`src/rtl/if_stage.sv`:
```
// Instruction fetch stage: PC sequencing, imem handshake, branch/flush redirect and IF/ID register.
// Optional one-entry stall buffer enabled by defining IF_INSN_BUF_EN.
module if_stage #(
    parameter logic [31:0] RESET_VECTOR = 32'h0000_0000,
    parameter logic [31:0] NOP_INSN     = 32'h0000_0013
) (
    input  logic        clk,
    input  logic        reset,
    input  logic        stall,
    input  logic        flush,
    input  logic [31:0] new_pc,
    input  logic        br_taken,
    input  logic [31:0] br_addr,
    output logic        imem_req,
    output logic [31:0] imem_addr,
    input  logic        imem_rdy,
    input  logic [31:0] imem_rd_data,
    output logic        busy,
    output logic        if_en,
    output logic [31:0] if_pc,
    output logic [31:0] if_insn
);

    typedef enum logic [1:0] {IDLE, REQ, DISCARD} state_t;

    state_t      state, state_nxt;
    logic [31:0] pc, pc_nxt;
    logic [31:0] pend_pc, pend_nxt;
    logic        if_en_nxt;
    logic [31:0] if_pc_nxt, if_insn_nxt;
    logic        redirect;
    logic [31:0] target;
    logic        resp;
    logic        buf_full;

`ifdef IF_INSN_BUF_EN
    logic        buf_valid, buf_valid_nxt;
    logic [31:0] buf_pc, buf_pc_nxt;
    logic [31:0] buf_insn, buf_insn_nxt;
    assign buf_full = buf_valid;
`else
    assign buf_full = 1'b0;
`endif

    assign imem_req  = (state != IDLE) && !buf_full;
    assign imem_addr = pc;
    assign busy      = imem_req & ~imem_rdy;
    assign resp      = imem_req & imem_rdy;

    // flush beats stall; a branch seen during stall is dropped and re-asserted later by ID
    always_comb begin
        redirect = 1'b0;
        target   = '0;
        if (flush) begin
            redirect = 1'b1;
            target   = {new_pc[31:2], 2'b00};
        end else if (br_taken && !stall) begin
            redirect = 1'b1;
            target   = {br_addr[31:2], 2'b00};
        end
    end

    always_comb begin
        state_nxt   = state;
        pc_nxt      = pc;
        pend_nxt    = pend_pc;
        if_en_nxt   = if_en;
        if_pc_nxt   = if_pc;
        if_insn_nxt = if_insn;
`ifdef IF_INSN_BUF_EN
        buf_valid_nxt = buf_valid;
        buf_pc_nxt    = buf_pc;
        buf_insn_nxt  = buf_insn;
`endif
        case (state)
            IDLE: begin
                state_nxt = REQ;
                if (redirect) begin
                    pc_nxt      = target;
                    if_en_nxt   = 1'b0;
                    if_insn_nxt = NOP_INSN;
                end
            end
            REQ: begin
                if (redirect) begin
                    if_en_nxt   = 1'b0;
                    if_insn_nxt = NOP_INSN;
`ifdef IF_INSN_BUF_EN
                    buf_valid_nxt = 1'b0;
`endif
                    // With no request outstanding (buffer full) there is nothing to discard
                    if (resp || !imem_req) begin
                        pc_nxt = target;
                    end else begin
                        pend_nxt  = target;
                        state_nxt = DISCARD;
                    end
                end else if (stall) begin
`ifdef IF_INSN_BUF_EN
                    if (resp) begin
                        buf_valid_nxt = 1'b1;
                        buf_pc_nxt    = pc;
                        buf_insn_nxt  = imem_rd_data;
                        pc_nxt        = pc + 32'd4;
                    end
`endif
                end else begin
`ifdef IF_INSN_BUF_EN
                    if (buf_valid) begin
                        if_en_nxt     = 1'b1;
                        if_pc_nxt     = buf_pc;
                        if_insn_nxt   = buf_insn;
                        buf_valid_nxt = 1'b0;
                    end else
`endif
                    if (resp) begin
                        if_en_nxt   = 1'b1;
                        if_pc_nxt   = pc;
                        if_insn_nxt = imem_rd_data;
                        pc_nxt      = pc + 32'd4;
                    end else begin
                        if_en_nxt   = 1'b0;
                        if_insn_nxt = NOP_INSN;
                    end
                end
            end
            DISCARD: begin
                if_en_nxt   = 1'b0;
                if_insn_nxt = NOP_INSN;
                if (redirect) begin
                    pend_nxt = target;
                end
                if (imem_rdy) begin
                    pc_nxt    = redirect ? target : pend_pc;
                    state_nxt = REQ;
                end
            end
            default: begin
                state_nxt = IDLE;
            end
        endcase
    end

    always_ff @(posedge clk) begin
        if (!reset) begin
            state   <= IDLE;
            pc      <= RESET_VECTOR;
            pend_pc <= '0;
            if_en   <= 1'b0;
            if_pc   <= RESET_VECTOR;
            if_insn <= NOP_INSN;
        end else begin
            state   <= state_nxt;
            pc      <= pc_nxt;
            pend_pc <= pend_nxt;
            if_en   <= if_en_nxt;
            if_pc   <= if_pc_nxt;
            if_insn <= if_insn_nxt;
        end
    end

`ifdef IF_INSN_BUF_EN
    always_ff @(posedge clk) begin
        if (!reset) begin
            buf_valid <= 1'b0;
            buf_pc    <= '0;
            buf_insn  <= '0;
        end else begin
            buf_valid <= buf_valid_nxt;
            buf_pc    <= buf_pc_nxt;
            buf_insn  <= buf_insn_nxt;
        end
    end
`endif

endmodule

```
`config.mk`:
```
export PLATFORM = sky130hd
export DESIGN_NAME = if_stage
export DESIGN_NICKNAME = d
export VERILOG_FILES = /design/src/rtl/if_stage.sv
export SDC_FILE = /design/constraint.sdc
export NUM_CORES = 1
export LEC_CHECK = 0
export ABC_AREA = 1
export ABC_CLOCK_PERIOD_IN_PS = 3050
export CORE_UTILIZATION = 52
export DETAILED_ROUTE_END_ITERATION = 16
export PLACE_DENSITY = 0.85
export SYNTH_ARGS = -nofsm -noshare
export SYNTH_HDL_FRONTEND = slang
export SYNTH_SLANG_ARGS = --single-unit
```
`constraint.sdc`:
```
create_clock -name clk -period 3.05 [get_ports clk]
set_input_delay 0.305 -clock clk [delete_from_list [all_inputs] [get_ports clk]]
set_output_delay 0.305 -clock clk [all_outputs]
set_load 0.01 [all_outputs]
```
Word level (Yosys, flattened, before mapping)
Cells that the tools add are included.
Widths: inputs -> output; s select.
{"block": "word_totals", "wordCells": 63, "reg_bits": 131, "in_bits": 102, "out_inout_bits": 99}
{"block": "op_classes", "reduce_logical": 13, "bitwise_logic": 5, "n_mux": 29, "n_eq_ne": 9, "n_addsub": 1}
{"operator": "$mux 32", "count": 15}
{"operator": "$pmux 32 s3", "count": 2}
{"operator": "$pmux 32 s2", "count": 1}
{"operator": "$add 32x3->32 const B", "count": 1}
{"operator": "$ne 3x3->1 const B", "count": 3}
{"operator": "$reduce_and 3->1", "count": 3}
{"operator": "$ne 2x2->1 const B", "count": 4}
{"operator": "$mux 1", "count": 6}
{"operator": "$mux 2", "count": 3}
{"operator": "$pmux 2 s3", "count": 1}
{"operator": "$reduce_and 6->1", "count": 1}
{"operator": "$reduce_and 4->1", "count": 1}
{"operator": "$reduce_bool 2->1", "count": 2}
{"operator": "$not 1->1", "count": 3}
{"operator": "$pmux 1 s3", "count": 1}
{"operator": "$reduce_bool 3->1", "count": 1}
{"operator": "$and 1x1->1", "count": 2}
{"operator": "$eq 2x1->1 const B", "count": 1}
{"operator": "$eq 2x2->1 const B", "count": 1}
{"operator": "$logic_not 1->1", "count": 2}
{"operator": "$logic_not 2->1", "count": 1}
{"operator": "$logic_and 1x1->1", "count": 1}
{"operator": "$logic_or 1x1->1", "count": 1}

Longest topological paths before layout
{"block": "logic_depth", "ltp_word": 7, "mapped_depth": 13, "mapped_depth_nobuf": 13}

Worst setup path before layout
No wires, ideal clock.
{"block": "synth_path", "path_type": "register to register", "start": "register state[0]", "end": "register pend_pc[13]", "stages_incl_launch_ff": 10, "path_slack_ns": 1.096, "required_time_ns": 2.927, "setup_ns": 0.123, "n_path_buf": 1, "synth_period_minus_slack_ns": 1.954, "arrival_ns": 1.831, "cell_sequence": "dfxtp_1 > inv_1 > ha_1 > nor2_1 > a21oi_1 > a21oi_1 > inv_1 > clkbuf_1 > a31oi_1 > a21oi_1"}
{"block": "synth_via", "elab_chain_len": 5, "elab_cells_between_ends": 11, "cone_classes": "eq/ne (4); mux (1); bitwise (1); reduce/logical (5)"}
{"element": "from (decl)", "line": "26", "source": "state_t state, state_nxt;"}
{"element": "from (signal assigned)", "line": "153", "source": "state <= state_nxt;"}
{"element": "$reduce_bool 2->1", "line": "45", "source": "assign imem_req = (state != IDLE) && !buf_full;"}
{"element": "$and 1x1->1 or $logic_not 1->1 (tied branches)", "line": "48, 92"}
{"element": "$logic_or 1x1->1", "line": "92", "source": "if (resp || !imem_req) begin"}
{"element": "$ne 2x2->1 (no line)"}
{"element": "$reduce_and 3->1 (no line)"}
{"element": "to (signal assigned)", "line": "155", "source": "pend_pc <= pend_nxt;"}
{"element": "to (decl)", "line": "28", "source": "logic [31:0] pend_pc, pend_nxt;"}
Several ways; a longest one is shown, not always the timed one.
A chain may end at the register's enable or synchronous reset.

Worst setup path in the final report
{"block": "layout_path", "start": "register state[0]", "end": "output busy"}
{"block": "layout_via", "elab_chain_len": 2}
{"element": "$reduce_bool 2->1", "line": "45"}
{"element": "$and 1x1->1", "line": "47", "source": "assign busy = imem_req & ~imem_rdy;"}
{"element": "to (decl)", "line": "18", "source": "output logic busy,"}
Every way passes these cells.

==> results_dict.tcl <==
set metrics [dict create \
    cts_made_buffers 17 \
    timing.setup.tns_ps 0 \
    cellPowerDensity_mw_per_mm2 607 \
    via_count 8422 \
    routedWlPerCell_um 15.2 \
    setup_viol 0 \
    timing.max_cap.violations 0 \
    wl_mm 22.9 \
    placement.cell_area_mm2 0.00925 \
    number_of_antenna_violations_at_the_first_check_in_global_routing 0 \
    synth_nets 1266 \
    timing.rr.start "state[0]" \
    final_cell_area_mm2 0.00989 \
    timing.hold.worst.class "input pin to flip-flop" \
    holdCritStartpoint "imem_rd_data[19]" \
    finalWorstSetupSlack_ps 637 \
    antennaDiodeCount 0 \
    timing.critical_path.arrival_ps 2110 \
    die_footprint_mm2 0.0143 \
    synthToLayoutAreaGrowth_pct 37.7 \
    critical_path.cell_chain "inv_1, ha_1, nor2_1, clkdlybuf4s50_1" \
    hpwl_reported_at_the_end_of_detailed_placement_mm 15.3 \
    cts.repair_timing.setup_buffer_count 0 \
    clk_path_buf_depth 2 \
    layout_net_count 1427 \
    timing.critical_path.required_ps 2740 \
    start_util 0.538 \
    setup.worst_path.start "state[0]" \
    grt_pass1_vias 7489 \
    drc_errors 0 \
    startpoint_type "flip-flop" \
    synth.yosys.seq_area_share 0.365 \
    cp_slowest_cell "sky130_fd_sc_hd__clkdlybuf4s50_1" \
    floorplan.rows 42 \
    hold_depth 3 \
    total_routing_resource_utilization_after_global_routing 0.323 \
    filler_cell_count 1092 \
    holdPathEnd "if_insn[19]" \
    yosysWarningCount 0 \
    root_cell_of_the_clock_tree "sky130_fd_sc_hd__clkbuf_16" \
    worst-r2r-cell-count 11 \
    post_synth_instance_area_mm2 0.00719 \
    timing.slew.headroom 0.390 \
    avgViaCountPerCell 5.58 \
    final_core_util 0.741 \
    final_antenna_net_count 0 \
    grt_overflow 0 \
    chip_height_um 120 \
    timing.setup.critical_path_class "flip-flop to primary output" \
    power.share.clock 0.371 \
    setup_repair_after_global_routing_missed_its_margin "false" \
    fin_worst_hold_slack_ps 435 \
    worstPathMaxFanout 6 \
    post_route_cells_drive_above_1_share 0.0458 \
    crit_path_max_incr_delay_ps 610 \
    floorplan.core_area_mm2 0.0133 \
    placement.setup.worst_slack_ps 451 \
    grt_start_max_net_pins 95 \
    pwr-share-seq 0.353 \
    die_w_um 120 \
    first_iter_violations 1094 \
    end_kind "primary output" \
    io_pins 201 \
    max_freq_mhz 414 \
    timing.final.hold_violations 0 \
    tritoncts "done" \
    synth_cell_types 29 \
    switching_share_of_total_power 0.329 \
    number_of_search_and_repair_iterations_in_the_first_detailed_routing_pass 6 \
    clock-skew-final_ps 5.56 \
    timing.final.crit_period_ps 2410 \
    ctsHoldBuffers 0 \
    synthCells 1159 \
    finalCritPeriodShare 0.791 \
    place.gp.congestion 0.894 \
    clk_pin_slew_worst_paths_ps 60 \
    combinationalPowerShare 0.276 \
    power_leakage_nw 3.93 \
    first_pass_grt_wire_length_mm 36.8 \
    io_buffer_count 196 \
    power.ir.vdd_worst_uv 421 \
    htreeDepth 4 \
    intPower_mw 4.03 \
    total_switching_power_mw 1.98 \
    setup.reg_to_reg.worst_slack_ps 700 \
    tightest_slew_ps 913 \
    ys_ff_latch 131 \
    drv_slew 0 \
    postCtsResizedCells 0 \
    worstSkewPairLatency_ps 420 \
    synthesis.area_per_instance_um2 6.20 \
    clock_sink_count 131 \
    critical_path.reg2reg.endpoint "imem_addr[4]" \
    status "complete, no violations" \
]
worst max path at each step:
stage,to,slack (ps),depth (start not counted)
6_report,busy,640,4
3_5_place_dp,pend_pc[9],450,9
4_1_cts,busy,670,4
5_1_grt,imem_addr[4],500,11
2_1_floorplan,pend_pc[13],1100,9
3_3_place_gp,pend_pc[12],500,9
Yosys cell counts:
master	instances	area (µm²)
sky130_fd_sc_hd__nand3b_1	8	60.1
sky130_fd_sc_hd__a31oi_1	22	138
sky130_fd_sc_hd__nor3_2	1	10.0
sky130_fd_sc_hd__nand2_1	387	1450
sky130_fd_sc_hd__xnor2_1	2	17.5
sky130_fd_sc_hd__buf_1	6	22.5
sky130_fd_sc_hd__nand3_1	46	230
sky130_fd_sc_hd__inv_1	60	225
sky130_fd_sc_hd__nand3_2	1	10.0
sky130_fd_sc_hd__nor2_1	106	398
sky130_fd_sc_hd__a221oi_1	1	8.76
sky130_fd_sc_hd__clkbuf_1	54	203
sky130_fd_sc_hd__buf_2	12	60.1
sky130_fd_sc_hd__o211ai_1	15	113
sky130_fd_sc_hd__ha_1	5	62.6
sky130_fd_sc_hd__nand4_1	1	6.26
sky130_fd_sc_hd__buf_6	2	22.5
sky130_fd_sc_hd__a21oi_4	1	16.3
sky130_fd_sc_hd__nor3_1	1	5.00
sky130_fd_sc_hd__o21ai_4	1	16.3
sky130_fd_sc_hd__dfxtp_1	131	2620
sky130_fd_sc_hd__o21ai_0	108	541
sky130_fd_sc_hd__o22ai_1	3	18.8
sky130_fd_sc_hd__a21oi_1	175	876
sky130_fd_sc_hd__clkinv_1	2	7.51
sky130_fd_sc_hd__o21ai_1	1	5.00
sky130_fd_sc_hd__xor2_1	2	17.5
sky130_fd_sc_hd__or2_2	1	6.26
sky130_fd_sc_hd__inv_2	4	15.0
stage by stage:
step	power [mW]	std cells
floorplan	3.05	1159
global placement	3.71	1477
detailed placement	3.75	1477
CTS	5.96	1509
global route	6.26	1509
finish	6.01	1509
power groups by stage:
| stage | combinational (mW) | sequential, mW | clock (mW) |
|---|---|---|---|
| after floorplan | 0.922 | 2.12 | 0 |
| after global placement | 1.58 | 2.14 | 0 |
| after detailed placement | 1.60 | 2.14 | 0 |
| after CTS | 1.62 | 2.11 | 2.23 |
| after global routing | 1.82 | 2.14 | 2.30 |
| final | 1.66 | 2.12 | 2.23 |
flip-flops by register name, summed over array words and instances, names as in the netlist:
register / cells
if_insn: 32
if_pc: 32
imem_addr: 32
pend_pc: 32
state: 2
if_en: 1
cell families after synthesis:
kind of cell	count (synthesis)	synth area share
AO/OA/AOI/OAI	327	0.241
XOR/XNOR	4	0.00488
adder cells (fa/ha/maj)	5	0.00871
buffers and inverters	140	0.0773
flip-flops	131	0.365
AND/OR/NAND/NOR	552	0.303
placed cells by master, fill, tap and decap left out, drive strengths merged, types with 15 or more instances in the layout:
master         instances
nor2                 106
nand3                 47
o21ai                110
nand2                387
inv                   64
clkbuf                19
a21oi                176
o211ai                15
a31oi                 22
clkdlybuf4s50        195
dfxtp                131
buf                   21
final cells by class:
type	count	area [µm²]	share of cell area
tap	176	220	0.0223
clock inverter	13	209	0.0211
sequential	131	2620	0.265
inverter	66	248	0.0250
multi-input combinational	888	4020	0.406
timing repair buffer	216	2140	0.217
clock buffer	19	433	0.0438
per-layer routing:
layer  wire length, µm  GRT usage  vias up
met4               324      0.106        0
met2             10300      0.499      508
li1                  -          -     4143
met1              9550      0.448     3736
met5                 0          0        -
met3              2730     0.0670       35
worst max-delay path, delay by kind of cell, from the launching register on:
kind | cells | cell delay (ps)
adder cells (fa/ha/maj) | 1 | 280
AND/OR/NAND/NOR | 1 | 300
buffers and inverters | 2 | 700
flip-flops | 1 | 410
Power figures use the tool's default switching activity.
